<file path="src/rtl/digit_sequencer.sv">
// Converts an 8-bit value to BCD by sequential double-dabble, then cycles the
// significant decimal digits plus a blank slot onto a 4-bit digit bus.
module digit_sequencer #(
  parameter  int HOLD_CYCLES = 10_000_000,
  localparam int CNT_W       = $clog2(HOLD_CYCLES + 1)
) (
  input  logic       clk,
  input  logic       rst_n,
  input  logic [7:0] value_in,
  input  logic       load_in,
  output logic       busy_out,
  output logic [3:0] digit_out,
  output logic [1:0] slot_out
);

  typedef enum logic [1:0] {IDLE, CONVERT, SHOW} state_t;

  localparam logic [CNT_W-1:0] CNT_LAST = CNT_W'(HOLD_CYCLES - 1);
  localparam logic [3:0]       BLANK    = 4'hF;
  localparam logic [1:0]       SLOT_BLK = 2'd3;

  state_t           state, state_n;
  logic [7:0]       bin, bin_n;
  logic [11:0]      bcd, bcd_n;
  logic [2:0]       iter, iter_n;
  logic [CNT_W-1:0] cnt, cnt_n;
  logic [1:0]       slot, slot_n;
  logic [3:0]       digit, digit_n;
  logic [19:0]      shifted;

  function automatic logic [11:0] add3(input logic [11:0] b);
    logic [11:0] r;
    r = b;
    for (int unsigned i = 0; i < 3; i++)
      if (r[4*i +: 4] >= 4'd5) r[4*i +: 4] = r[4*i +: 4] + 4'd3;
    return r;
  endfunction

  // Leading-zero suppression: the list starts at the first nonzero digit,
  // and the ones digit is always shown.
  function automatic logic [1:0] first_slot(input logic [11:0] b);
    if (b[11:8] != 4'd0)     return 2'd0;
    else if (b[7:4] != 4'd0) return 2'd1;
    else                     return 2'd2;
  endfunction

  function automatic logic [3:0] slot_digit(input logic [11:0] b, input logic [1:0] s);
    case (s)
      2'd0:    return b[11:8];
      2'd1:    return b[7:4];
      2'd2:    return b[3:0];
      default: return BLANK;
    endcase
  endfunction

  always_ff @(posedge clk or negedge rst_n) begin
    if (!rst_n) begin
      state <= IDLE;
      bin   <= '0;
      bcd   <= '0;
      iter  <= '0;
      cnt   <= '0;
      slot  <= SLOT_BLK;
      digit <= BLANK;
    end else begin
      state <= state_n;
      bin   <= bin_n;
      bcd   <= bcd_n;
      iter  <= iter_n;
      cnt   <= cnt_n;
      slot  <= slot_n;
      digit <= digit_n;
    end
  end

  always_comb begin
    state_n = state;
    bin_n   = bin;
    bcd_n   = bcd;
    iter_n  = iter;
    cnt_n   = cnt;
    slot_n  = slot;
    digit_n = digit;
    shifted = {add3(bcd), bin} << 1;

    // A load outside CONVERT takes priority over any slot advance.
    if (load_in && state != CONVERT) begin
      state_n = CONVERT;
      bin_n   = value_in;
      bcd_n   = '0;
      iter_n  = '0;
      cnt_n   = '0;
      slot_n  = SLOT_BLK;
      digit_n = BLANK;
    end else begin
      case (state)
        CONVERT: begin
          {bcd_n, bin_n} = shifted;
          iter_n         = iter + 3'd1;
          if (iter == 3'd7) begin
            state_n = SHOW;
            cnt_n   = '0;
            slot_n  = first_slot(shifted[19:8]);
            digit_n = slot_digit(shifted[19:8], slot_n);
          end
        end
        SHOW: begin
          if (cnt == CNT_LAST) begin
            cnt_n   = '0;
            slot_n  = (slot == SLOT_BLK) ? first_slot(bcd) : slot + 2'd1;
            digit_n = slot_digit(bcd, slot_n);
          end else begin
            cnt_n = cnt + CNT_W'(1);
          end
        end
        default: ;
      endcase
    end
  end

  assign busy_out  = (state == CONVERT);
  assign digit_out = digit;
  assign slot_out  = slot;

endmodule

</file>
<file path="config.mk">
export PLATFORM = sky130hd
export DESIGN_NAME = digit_sequencer
export DESIGN_NICKNAME = d
export VERILOG_FILES = /design/src/rtl/digit_sequencer.sv
export SDC_FILE = /design/constraint.sdc
export NUM_CORES = 1
export LEC_CHECK = 0
export BUFFER_PORTS_ARGS = -buffer_cell sky130_fd_sc_hd__buf_2
export CAP_MARGIN = 20
export CORE_UTILIZATION = 35
export CTS_CLUSTER_DIAMETER = 80
export DETAILED_ROUTE_END_ITERATION = 10
export HOLD_SLACK_MARGIN = 0.02
export PLACE_DENSITY = 0.55
export SKIP_CTS_REPAIR_TIMING = 1
export SLEW_MARGIN = 20
export SYNTH_ARGS = -nofsm -noshare
export SYNTH_HDL_FRONTEND = slang
export SYNTH_SLANG_ARGS = --single-unit
</file>
<file path="constraint.sdc">
create_clock -name clk -period 2.9 [get_ports clk]
set_input_delay 0.435 -clock clk [delete_from_list [all_inputs] [get_ports clk]]
set_output_delay 0.435 -clock clk [all_outputs]
set_load 0.005 [all_outputs]
</file>
Yosys cells after proc, flatten, opt, wreduce, memory -nomap -nowiden
Cells that the tools add are included.
Widths: inputs -> output; s select.
{"block": "totals", "out_inout_bits": 7, "ff_bits": 55, "inputBits": 11}
{"block": "op_classes", "add_sub_neg": 6, "n_eq_ne": 12, "magnitude_cmp": 3, "muxes": 37, "n_reduce_logical": 13}
{"operator": "$mux 24", "n": 3}
{"operator": "$pmux 24 s2", "n": 1}
{"operator": "$mux 2", "n": 17}
{"operator": "$add 24x1->24 const B", "n": 1}
{"operator": "$eq 24x24->1 const B", "n": 1}
{"operator": "$mux 12", "n": 2}
{"operator": "$pmux 4 s3", "n": 2}
{"operator": "$mux 4", "n": 5}
{"operator": "$mux 8", "n": 2}
{"operator": "$reduce_bool 4->1", "n": 4}
{"operator": "$ge 4x3->1 const B", "n": 3}
{"operator": "$mux 3", "n": 3}
{"operator": "$add 4x2->4 const B", "n": 2}
{"operator": "$eq 2x2->1 const B", "n": 4}
{"operator": "$pmux 4 s2", "n": 1}
{"operator": "$eq 2x1->1 const B", "n": 3}
{"operator": "$logic_not 2->1", "n": 2}
{"operator": "$pmux 2 s2", "n": 1}
{"operator": "$reduce_and 2->1", "n": 2}
{"operator": "$reduce_bool 2->1", "n": 2}
{"operator": "$add 3x1->3 const B", "n": 1}
{"operator": "$add 3x2->3 const B", "n": 1}
{"operator": "$eq 3x3->1 const B", "n": 1}
{"operator": "$ne 3x1->1 const B", "n": 1}
{"operator": "other kinds (6)", "n": 6}

Depth between registers and ports, before layout
Gate-level depths: netlist of the first run.
{"block": "logic_depth", "depth_word": 13, "ltp_mapped": 9}

Least setup slack after synthesis of the first run
No wires, ideal clock.
{"block": "synth_timing", "path_kind": "register to register", "startpoint": "register bcd[4]", "endpoint": "register digit[0], in the netlist digit_out[0]", "setup_slack_ps": 837, "t_arrival_ps": 1980, "path_buffers": 0, "required_ps": 2817, "path_stages_with_launch": 9, "path_cell_list": "dfrtp_1 inv_1 ha_1 nand2b_1 a21o_1 mux2_2 o311ai_0 o211ai_1 a41oi_1"}
{"block": "synth_between", "elab_chain_len": 13}
{"item": "from (decl)", "line": "24", "text": "logic [11:0] bcd, bcd_n;"}
{"item": "from (signal assigned)", "line": "68", "text": "bcd <= bcd_n;"}
{"item": "$add 4x2->4 or $ge 4x3->1 (tied branches)", "line": "35", "text": "if (r[4*i +: 4] >= 4'd5) r[4*i +: 4] = r[4*i +: 4] + 4'd3;"}
{"item": "$mux 4", "line": "35"}
{"item": "$reduce_bool 4->1", "line": "43", "text": "else if (b[7:4] != 4'd0) return 2'd1;"}
{"item": "$mux 2", "line": "43"}
{"item": "$mux 2", "line": "42", "text": "if (b[11:8] != 4'd0) return 2'd0;"}
{"item": "$mux 2", "line": "100", "text": "if (iter == 3'd7) begin"}
{"item": "$mux 2", "line": "96", "text": "case (state)"}
{"item": "$mux 2", "line": "87", "text": "if (load_in && state != CONVERT) begin"}
{"item": "$eq 2x2->1 (tied with other cells)", "line": "48", "text": "case (s)"}
{"item": "$pmux 4 s3", "line": "48"}
{"item": "$mux 4", "line": "100"}
{"item": "$pmux 4 s2 *", "line": "96"}
{"item": "$mux 4 *", "line": "87"}
{"item": "to (signal assigned)", "line": "72", "text": "digit <= digit_n;"}
{"item": "to (decl)", "line": "28", "text": "logic [3:0] digit, digit_n;"}
Mark *: on every way between the ends. The rest lies on a longest branch, timed or not. The select of a mux whose other input is x is not followed.
A chain may end at the register's enable or synchronous reset.

Worst setup path in the final report of the first run
Ends and elaborated chain as after synthesis.

==> metrics.json, run 1 <==
{
  "outcome": {
    "outcome": "complete, but fails checks",
    "failed_checks": "design-rule violations"
  },
  "floorplan": {
    "floorplan.die_area_um2": 9530,
    "initial_utilization": 0.363,
    "placeableCoreArea_um2": 8810,
    "num_io_pins": 18,
    "core.rowCount": 34,
    "chipHeight_um": 97.6,
    "die_w_um": 97.6
  },
  "sta": {
    "transition_at_the_pin_with_the_smallest_max_transition_slack_ps": 768,
    "setup_tns_ps": 0,
    "post_layout_minimum_cycle_time_ps": 2400,
    "fmaxAchievable_ghz": 0.416,
    "slew_viol_final": 0,
    "fin_skew_ps": 8.48,
    "timing.max_slew.rel_slack": 0.488,
    "grt_setup_unrepaired": "false",
    "post-route-worst-setup-slack_ps": 498,
    "post-route-period-util": 0.828,
    "timing.final.hold_violations": 0,
    "finalSetupViolations": 0
  },
  "critical_path": {
    "cp_data_arrival_time_ps": 2640,
    "startpoint_type": "flip-flop",
    "path_class": "reg -> reg",
    "end_kind": "flip-flop",
    "timing.reg2reg.setup_slack_ps": 500,
    "reg2regPathDepth": 8,
    "critical_path_peak_fanout": 5,
    "critical_path_required_time_ps": 3140
  },
  "cts": {
    "clkLatencyLatePin_ps": 310,
    "clock_transition_at_the_registers_of_the_reported_paths_ps": 110,
    "cts_made_buffers": 5,
    "clock_tree.buffer_depth": 2,
    "tritoncts": "built",
    "sinks_on_clock_net": 55,
    "clock_tree.root_cell": "sky130_fd_sc_hd__clkbuf_8",
    "ctsHtreeMaxLevel": 2
  },
  "synth": {
    "synthesis.area_um2": 3200,
    "post_synth_most_frequent_cells": "49 x sky130_fd_sc_hd__dfrtp_1, 41 x sky130_fd_sc_hd__nand2_1, 32 x sky130_fd_sc_hd__nor2_1, 32 x sky130_fd_sc_hd__o21ai_0, 20 x sky130_fd_sc_hd__a21oi_1",
    "sequential_to_total_area_share_from_yosys_stat": 0.433,
    "netlist-cell-type-count": 49,
    "syn_nets": 371,
    "yosys_warnings": 0,
    "synth_area_per_cell_um2": 9.17,
    "post-synth-top-area-fraction": 0.383,
    "number_of_storage_elements_in_the_synthesis_netlist": 55,
    "post_synth_main_area_contributors": "sky130_fd_sc_hd__dfrtp_1 38%, sky130_fd_sc_hd__o21ai_0 5.0%, sky130_fd_sc_hd__dfstp_2 4.9%, sky130_fd_sc_hd__nand2_1 4.8%, sky130_fd_sc_hd__ha_1 4.3%",
    "synth.most_common_cell": "sky130_fd_sc_hd__dfrtp_1",
    "dominantRegCellSynth": "sky130_fd_sc_hd__dfrtp_1",
    "synth_edf_count": 0,
    "yosysTopAreaCell": "sky130_fd_sc_hd__dfrtp_1",
    "syn_inst": 349,
    "synthArstFlopShare": 1.00
  },
  "global_route": {
    "global_route_wire_length_before_repair_mm": 12.5,
    "globalRouteTotalUtil": 0.161,
    "grt_max_degree": 34,
    "grt_pass1_vias": 2508,
    "grt_antenna_before_repair": 0,
    "globalRoute.totalOverflow": 0
  },
  "placement": {
    "buffer_ports.inserted": 17,
    "place.detailed.instances": 469,
    "place.detailed.hpwl_mm": 5.12,
    "preCtsSetupSlack_ps": 518,
    "total_cell_area_at_the_placement_stage_um2": 3420,
    "place.gp.congestion": 0.920
  },
  "run": {
    "max-cap-violations": 0
  },
  "layout": {
    "fill_cells": 890,
    "antenna_cells": 0,
    "multi_input_logic_area_um2": 1710,
    "fin_nets": 390,
    "layout.area.seq_um2": 1380,
    "post-route-util": 0.401,
    "final_layout_size_suffix_gt1_frac": 0.133,
    "syn2layout_area_growth_pct": 10.5,
    "post-route-cell-area_um2": 3530,
    "final-instance-count-excl-fill": 477
  },
  "detailed_routing": {
    "first_pass_iters": 8,
    "drc_errors": 2,
    "route.final.wire_length_mm": 7.03,
    "detail_route.vias_per_cell": 5.47,
    "dr.first_iter.drc_count": 181,
    "avgRoutedWirePerCell_um": 14.7,
    "ant_nets": 0,
    "detailroute.via_count": 2608
  },
  "pwr": {
    "ir_drop_mv": 0.369,
    "power_frac_seq": 0.339,
    "switchingPower_mw": 1.56,
    "clock_power_share": 0.152,
    "leakage_nw": 1.52,
    "share_comb_of_total_power": 0.509,
    "power_density_nw_per_um2": 1010,
    "internal_power_mw": 2.00,
    "swShare": 0.437
  },
  "worst_hold_path": {
    "min_path_type": "in -> async"
  }
}
## worst max-delay path, cell delays in order (launching register included)
cell and delay, ps:
sky130_fd_sc_hd__dfrtp_1 430, sky130_fd_sc_hd__inv_1 120, sky130_fd_sc_hd__ha_1 270, sky130_fd_sc_hd__nand2b_1 110, sky130_fd_sc_hd__a21o_1 210, sky130_fd_sc_hd__mux2_2 390, sky130_fd_sc_hd__o311ai_0 390, sky130_fd_sc_hd__o211ai_1 170
sky130_fd_sc_hd__a41oi_1 230
## placed cells by master, fill, tap and decap left out, types with 2 or more instances in the layout
| cell | count |
|---|---|
| sky130_fd_sc_hd__nand2_1 | 41 |
| sky130_fd_sc_hd__or3_1 | 7 |
| sky130_fd_sc_hd__xor2_1 | 11 |
| sky130_fd_sc_hd__nand3b_1 | 12 |
| sky130_fd_sc_hd__nor2_1 | 32 |
| sky130_fd_sc_hd__nor3b_1 | 6 |
| sky130_fd_sc_hd__a41oi_1 | 4 |
| sky130_fd_sc_hd__a21oi_1 | 20 |
| sky130_fd_sc_hd__o31ai_1 | 4 |
| sky130_fd_sc_hd__mux2_2 | 5 |
| sky130_fd_sc_hd__and2_1 | 3 |
| sky130_fd_sc_hd__o311ai_0 | 2 |
| sky130_fd_sc_hd__dfstp_2 | 6 |
| sky130_fd_sc_hd__dfrtp_1 | 49 |
| sky130_fd_sc_hd__buf_4 | 7 |
| sky130_fd_sc_hd__ha_1 | 11 |
| sky130_fd_sc_hd__o21ai_0 | 32 |
| sky130_fd_sc_hd__clkbuf_8 | 6 |
| sky130_fd_sc_hd__nor3_1 | 6 |
| sky130_fd_sc_hd__mux2i_1 | 11 |
| sky130_fd_sc_hd__a31o_2 | 2 |
| sky130_fd_sc_hd__xnor2_1 | 7 |
| sky130_fd_sc_hd__nor2b_1 | 2 |
| sky130_fd_sc_hd__and3_1 | 5 |
| sky130_fd_sc_hd__buf_2 | 17 |
| sky130_fd_sc_hd__inv_1 | 14 |
| sky130_fd_sc_hd__nand3_1 | 9 |
| sky130_fd_sc_hd__o211ai_1 | 6 |
| sky130_fd_sc_hd__nand2b_1 | 6 |
| sky130_fd_sc_hd__and4_1 | 2 |
| sky130_fd_sc_hd__nand4_1 | 5 |
## cells by family after synthesis
logic type / after synthesis / synth area share
simple gates: 142 / 0.230
compound gates: 80 / 0.156
flops: 55 / 0.433
buf+inv: 26 / 0.0336
xor+xnor: 18 / 0.0493
mux: 16 / 0.0520
fa+ha+maj: 12 / 0.0461
## area by class of cell
| class | instances | share of cell area |
|---|---|---|
| timing repair buffer | 24 | 0.0389 |
| clock inverter | 2 | 0.00991 |
| clock buffer | 6 | 0.0234 |
| tap | 108 | 0.0382 |
| sequential | 55 | 0.392 |
| multi-input combinational | 268 | 0.483 |
| inverter | 14 | 0.0149 |
## per-layer routing
layer	GRT usage	up-vias	wire, um
met5	0	-	0
met4	0.0513	0	113
met3	0.0266	10	297
met2	0.228	63	2960
met1	0.246	1259	3660
li1	-	1276	-
## power groups by stage
| stage | Sequential (mW) | Combinational (mW) | Clock [mW] |
|---|---|---|---|
| after floorplan | 1.17 | 1.37 | 0 |
| after global placement | 1.22 | 1.79 | 0 |
| after detailed placement | 1.23 | 1.80 | 0 |
| after CTS | 1.21 | 1.81 | 0.559 |
| after global routing | 1.25 | 2.07 | 0.588 |
| final | 1.21 | 1.81 | 0.540 |
## sequential cells by signal (all words and copies together) (netlist names)
register   cells
bcd           12
bin            8
cnt           24
digit_out      4
slot_out       2
iter           3
state          2
## per-stage QoR
| step | hold slack, ps | power (mW) |
|---|---|---|
| floorplan | 139 | 2.53 |
| global placement | 458 | 3.01 |
| detailed placement | 466 | 3.03 |
| CTS | 207 | 3.58 |
| global route | 232 | 3.90 |
| finish | 190 | 3.56 |
## final timing paths
path                        startpoint      endpoint
max                             bcd[4]  digit_out[0]
min                              rst_n        bcd[1]
max in group asynchronous        rst_n  digit_out[1]
max reg2reg                     bcd[4]  digit_out[0]
min reg2reg                     bin[5]        bin[6]
min in group clk           value_in[0]        bin[0]
Power figures use the tool's default switching activity.
==> inputs of run 2 (changes only) <==
==> constraint.sdc (replaced) <==
create_clock -name clk -period 2.21 [get_ports clk]
set_input_delay 0.3315 -clock clk [delete_from_list [all_inputs] [get_ports clk]]
set_output_delay 0.3315 -clock clk [all_outputs]
set_load 0.005 [all_outputs]
==> metrics.json, run 2 (synthesis results as in run 1) <==
{
  "outcome": {
    "outcome": "complete, but fails checks",
    "failed_checks": "design-rule violations"
  },
  "pwr": {
    "clock_power_share": 0.157,
    "internal_power_mw": 2.94,
    "swShare": 0.422,
    "power_density_nw_per_um2": 1360,
    "ir_drop_mv": 0.416,
    "leakage_nw": 1.60,
    "share_comb_of_total_power": 0.529,
    "power_frac_seq": 0.314,
    "report.power.total_mw": 5.09,
    "switchingPower_mw": 2.15
  },
  "placement": {
    "place.detailed.instances": 483,
    "buffer_ports.inserted": 17,
    "place.detailed.hpwl_mm": 5.17,
    "place.gp.congestion": 0.902,
    "preCtsSetupSlack_ps": -44.1
  },
  "layout": {
    "reg_top3": "cnt (24), bcd (12), bin (8)",
    "layout.cells.most_common": "sky130_fd_sc_hd__dfrtp_1",
    "syn2layout_area_growth_pct": 17.2,
    "layout.cells.most_common_list": "48 x sky130_fd_sc_hd__dfrtp_1, 41 x sky130_fd_sc_hd__nand2_1, 32 x sky130_fd_sc_hd__nor2_1, 30 x sky130_fd_sc_hd__o21ai_0, 19 x sky130_fd_sc_hd__buf_4",
    "final-instance-count-excl-fill": 492,
    "fin_nets": 405,
    "largest_register": "cnt",
    "post-route-util": 0.426,
    "final_layout_size_suffix_gt1_frac": 0.195,
    "antenna_cells": 0,
    "number_of_flip_flops_in_the_largest_register": 24
  },
  "floorplan": {
    "core.rowCount": 34,
    "num_io_pins": 18,
    "initial_utilization": 0.363,
    "die_w_um": 97.6,
    "placeableCoreArea_um2": 8810,
    "chipHeight_um": 97.6,
    "floorplan.die_area_um2": 9530
  },
  "critical_path": {
    "timing.reg2reg.setup_slack_ps": 130,
    "startpoint_type": "flip-flop",
    "reg2reg_from": "bcd[5]",
    "cp_data_arrival_time_ps": 2330,
    "critical_path_peak_fanout": 5,
    "end_kind": "flip-flop",
    "critical_path_required_time_ps": 2460,
    "reg2regPathDepth": 8,
    "path_class": "reg -> reg",
    "r2r_end": "digit_out[2]"
  },
  "worst_hold_path": {
    "worst_hold_path.endpoint": "bin[0]",
    "hold_depth": 3,
    "min_path_type": "in -> reg",
    "min_from": "value_in[0]"
  },
  "global_route": {
    "globalRouteTotalUtil": 0.162,
    "grt_pass1_vias": 2534,
    "global_route_wire_length_before_repair_mm": 12.4,
    "grt_max_degree": 38,
    "grt_antenna_before_repair": 0,
    "globalRoute.totalOverflow": 0
  },
  "cts": {
    "clock_tree.buffer_depth": 2,
    "clock_transition_at_the_registers_of_the_reported_paths_ps": 110,
    "clock_tree.root_cell": "sky130_fd_sc_hd__clkbuf_8",
    "sinks_on_clock_net": 55,
    "cts_made_buffers": 5,
    "clkLatencyLatePin_ps": 320,
    "tritoncts": "built",
    "ctsHtreeMaxLevel": 2
  },
  "sta": {
    "timing.max_slew.rel_slack": 0.688,
    "timing.final.hold_violations": 0,
    "post_layout_minimum_cycle_time_ps": 2080,
    "transition_at_the_pin_with_the_smallest_max_transition_slack_ps": 469,
    "slew_viol_final": 0,
    "grt_setup_unrepaired": "true",
    "post-route-worst-setup-slack_ps": 128,
    "finalSetupViolations": 0,
    "post-route-period-util": 0.942,
    "fmaxAchievable_ghz": 0.480,
    "fin_skew_ps": 19.4,
    "setup_tns_ps": 0
  },
  "detailed_routing": {
    "avgRoutedWirePerCell_um": 14.6,
    "first_pass_iters": 7,
    "drc_errors": 1,
    "detailroute.via_count": 2601,
    "route.final.wire_length_mm": 7.17,
    "ant_nets": 0,
    "detail_route.vias_per_cell": 5.29,
    "dr.first_iter.drc_count": 101
  },
  "run": {
    "max-cap-violations": 0
  }
}
[run 2: cell types whose count changed in the layout (fill, tap and decap cells not counted), moves of 2 or more]
cell,before,now
sky130_fd_sc_hd__o21ai_0,32,30
sky130_fd_sc_hd__o21ai_1,0,2
sky130_fd_sc_hd__a21oi_1,20,15
sky130_fd_sc_hd__o311ai_2,0,2
sky130_fd_sc_hd__buf_4,7,19
sky130_fd_sc_hd__o311ai_0,2,0
sky130_fd_sc_hd__nor3_1,6,4
sky130_fd_sc_hd__nor3_2,0,2
sky130_fd_sc_hd__a21oi_2,0,5
sky130_fd_sc_hd__buf_12,0,2
[run 2: power by group through the flow]
| stage | logic, mW | clock network, mW | registers (mW) |
|---|---|---|---|
| 2_1_floorplan | 1.79 | 0 | 1.53 |
| 5_1_grt | 3.03 | 0.865 | 1.64 |
| 4_1_cts | 2.59 | 0.822 | 1.58 |
| 3_3_place_gp | 2.57 | 0 | 1.60 |
| 6_report | 2.70 | 0.800 | 1.60 |
| 3_5_place_dp | 2.58 | 0 | 1.60 |
[run 2: routing by layer]
| metal | global-route usage | up-vias | wire (um) |
|---|---|---|---|
| met5 | 0 | - | 0 |
| met4 | 0.0455 | 0 | 86 |
| met3 | 0.0295 | 10 | 293 |
| met2 | 0.251 | 45 | 3110 |
| met1 | 0.231 | 1237 | 3680 |
| li1 | - | 1309 | - |
[run 2: critical path, cell delays in order, from the launching register on]
cell	delay, ps
sky130_fd_sc_hd__dfrtp_1	420
sky130_fd_sc_hd__inv_1	140
sky130_fd_sc_hd__ha_1	170
sky130_fd_sc_hd__nand2b_1	110
sky130_fd_sc_hd__a21o_1	140
sky130_fd_sc_hd__mux2_2	380
sky130_fd_sc_hd__o311ai_2	320
sky130_fd_sc_hd__nand3_1	110
sky130_fd_sc_hd__a41oi_1	220
[run 2: how the worst max path moves through the flow]
stage / slack (ps) / cells after the start / start / to
after global routing: -40 / 9 / bcd[5] / digit_out[2]
after floorplan: 150 / 8 / bcd[4] / digit_out[0]
final: 130 / 8 / bcd[5] / digit_out[2]
after CTS: -70 / 9 / bcd[5] / digit_out[2]
after detailed placement: -40 / 9 / bcd[5] / digit_out[2]
after global placement: -30 / 9 / bcd[5] / digit_out[2]
[run 2: through the flow]
step	hold WS (ps)	area, um2
2_1_floorplan	35.9	3200
3_3_place_gp	311	3550
3_5_place_dp	319	3550
4_1_cts	-33.8	3680
5_1_grt	261	3750
6_report	260	3750
[run 2: area by class of cell]
type | instances | area (um2)
Fill cell | 872 | 5050
Multi-Input combinational cell | 268 | 1770
Sequential cell | 55 | 1390
Timing Repair Buffer | 39 | 278
Tap cell | 108 | 135
Clock buffer | 6 | 72.6
Clock inverter | 2 | 60.1
Inverter | 14 | 52.6
==> inputs of run 3 (changes only) <==
--- a/config.mk
+++ b/config.mk
@@ -11,7 +11,7 @@
 export CTS_CLUSTER_DIAMETER = 80
 export DETAILED_ROUTE_END_ITERATION = 10
 export HOLD_SLACK_MARGIN = 0.02
-export PLACE_DENSITY = 0.55
+export PLACE_DENSITY = 0.56
 export SKIP_CTS_REPAIR_TIMING = 1
 export SLEW_MARGIN = 20
 export SYNTH_ARGS = -nofsm -noshare
==> constraint.sdc (replaced) <==
create_clock -name clk -period 1.75 [get_ports clk]
set_input_delay 0.2625 -clock clk [delete_from_list [all_inputs] [get_ports clk]]
set_output_delay 0.2625 -clock clk [all_outputs]
set_load 0.005 [all_outputs]
==> metrics.json, run 3 (synthesis results as in run 1) <==
{
  "layout": {
    "multi_input_logic_area_um2": 2060,
    "fin_nets": 485,
    "fill_cells": 769,
    "reg_top3": "cnt (24), bcd (12), bin (8)",
    "final_layout_size_suffix_gt1_frac": 0.442,
    "antenna_cells": 0,
    "post-route-cell-area_um2": 4670,
    "layout.area.seq_um2": 1390,
    "number_of_flip_flops_in_the_largest_register": 24,
    "final-instance-count-excl-fill": 572,
    "syn2layout_area_growth_pct": 45.9,
    "largest_register": "cnt",
    "layout.cells.most_common": "sky130_fd_sc_hd__buf_4",
    "layout.cells.most_common_list": "93 x sky130_fd_sc_hd__buf_4, 48 x sky130_fd_sc_hd__dfrtp_1, 40 x sky130_fd_sc_hd__nand2_1, 27 x sky130_fd_sc_hd__o21ai_0, 17 x sky130_fd_sc_hd__buf_2"
  },
  "critical_path": {
    "cp_data_arrival_time_ps": 2230,
    "reg2regPathDepth": 8,
    "reg2reg_from": "bcd[0]",
    "r2r_end": "digit_out[2]",
    "crit_end": "digit_out[2]",
    "path_class": "reg -> reg",
    "timing.critical_path.from": "bcd[0]",
    "end_kind": "flip-flop",
    "critical_path_peak_fanout": 3,
    "timing.reg2reg.setup_slack_ps": -240,
    "critical_path_required_time_ps": 1990,
    "startpoint_type": "flip-flop"
  },
  "sta": {
    "slew_viol_final": 0,
    "timing.max_slew.rel_slack": 0.754,
    "grt_setup_unrepaired": "true",
    "post-route-worst-setup-slack_ps": -240,
    "post-route-period-util": 1.14,
    "timing.final.hold_violations": 0,
    "fmaxAchievable_ghz": 0.502,
    "post_layout_minimum_cycle_time_ps": 1990,
    "whs_ps": 189,
    "finalSetupViolations": 29,
    "fin_skew_ps": 11.8,
    "transition_at_the_pin_with_the_smallest_max_transition_slack_ps": 369
  },
  "floorplan": {
    "core.rowCount": 34,
    "num_io_pins": 18,
    "floorplan.die_area_um2": 9530,
    "placeableCoreArea_um2": 8810,
    "die_w_um": 97.6,
    "initial_utilization": 0.363,
    "chipHeight_um": 97.6
  },
  "detailed_routing": {
    "detailroute.via_count": 2941,
    "route.final.wire_length_mm": 8.30,
    "detail_route.vias_per_cell": 5.14,
    "dr.first_iter.drc_count": 122,
    "avgRoutedWirePerCell_um": 14.5,
    "first_pass_iters": 8,
    "ant_nets": 0,
    "drc_errors": 7
  },
  "cts": {
    "ctsHtreeMaxLevel": 2,
    "clock_transition_at_the_registers_of_the_reported_paths_ps": 100,
    "sinks_on_clock_net": 55,
    "cts_made_buffers": 5,
    "tritoncts": "built",
    "clock_tree.buffer_depth": 2,
    "clkLatencyLatePin_ps": 320,
    "clock_tree.root_cell": "sky130_fd_sc_hd__clkbuf_8"
  },
  "placement": {
    "place.detailed.hpwl_mm": 5.85,
    "total_cell_area_at_the_placement_stage_um2": 4120,
    "place.detailed.instances": 550,
    "buffer_ports.inserted": 17,
    "place.gp.congestion": 0.849
  },
  "outcome": {
    "failed_checks": "design-rule violations, negative setup slack",
    "outcome": "complete, but fails checks"
  },
  "pwr": {
    "ir_drop_mv": 0.799,
    "report.power.total_mw": 8.26,
    "leakage_nw": 2.04,
    "power_density_nw_per_um2": 1770
  },
  "global_route": {
    "grt_max_degree": 56,
    "globalRoute.totalOverflow": 0,
    "global_route_wire_length_before_repair_mm": 13.2,
    "grt_antenna_before_repair": 0,
    "grt_pass1_vias": 2756,
    "globalRouteTotalUtil": 0.172
  },
  "run": {
    "max-cap-violations": 0
  },
  "worst_hold_path": {
    "min_path_type": "in -> reg"
  }
}
==> run 3: cell types whose count changed in the layout (fill, tap and decap cells not counted), sizes merged <==
| cell | previous run | this run |
|---|---|---|
| clkinv | 0 | 1 |
| buf | 38 | 117 |
| inv | 14 | 13 |
| clkinvlp | 0 | 2 |
| clkbuf | 6 | 7 |
| bufinv | 2 | 0 |
==> run 3: stage by stage <==
stage / TNS, ps / setup WS [ps] / utilization
2_1_floorplan: -1580 / -83.5 / -
3_3_place_gp: -5580 / -233 / 0.468
3_5_place_dp: -6620 / -306 / 0.468
4_1_cts: -7650 / -356 / 0.480
5_1_grt: -7330 / -332 / 0.530
6_report: -5760 / -240 / 0.530
==> run 3: final cells by class <==
class / count / share of cell area
Clock buffer: 6 / 0.0177
Multi-Input combinational cell: 268 / 0.441
Clock inverter: 2 / 0.00348
Sequential cell: 55 / 0.297
Tap cell: 108 / 0.0289
Inverter: 14 / 0.0121
Timing Repair Buffer: 119 / 0.200
==> run 3: report_power, final <==
| group | internal, mW | switching (mW) | total, mW |
|---|---|---|---|
| Clock | 0.324 | 0.449 | 0.774 |
| Sequential | 1.68 | 0.294 | 1.97 |
| Combinational | 2.84 | 2.67 | 5.51 |
| Total | 4.85 | 3.41 | 8.26 |
==> run 3: layer usage <==
layer	up-vias	global-route usage	wire, um
met5	-	0	0
met4	0	0.0408	72
met3	8	0.0367	303
met2	46	0.271	3910
met1	1417	0.241	4020
li1	1470	-	-
==> run 3: worst min-delay path by stage <==
stage,start,endpoint,depth (start not counted)
floorplan,rst_n,bcd[0],0
global placement,rst_n,bcd[6],2
detailed placement,rst_n,bcd[6],2
CTS,rst_n,cnt[23],2
global route,value_in[0],bin[0],3
finish,value_in[0],bin[0],3
==> run 3: worst max-delay path: stages (launching register included) <==
cell,delay (ps)
sky130_fd_sc_hd__dfrtp_1,410
sky130_fd_sc_hd__inv_1,90
sky130_fd_sc_hd__ha_1,220
sky130_fd_sc_hd__nand2b_4,70
sky130_fd_sc_hd__a21oi_2,180
sky130_fd_sc_hd__mux2_4,340
sky130_fd_sc_hd__o311ai_4,280
sky130_fd_sc_hd__nand3_2,130
sky130_fd_sc_hd__a41oi_2,200
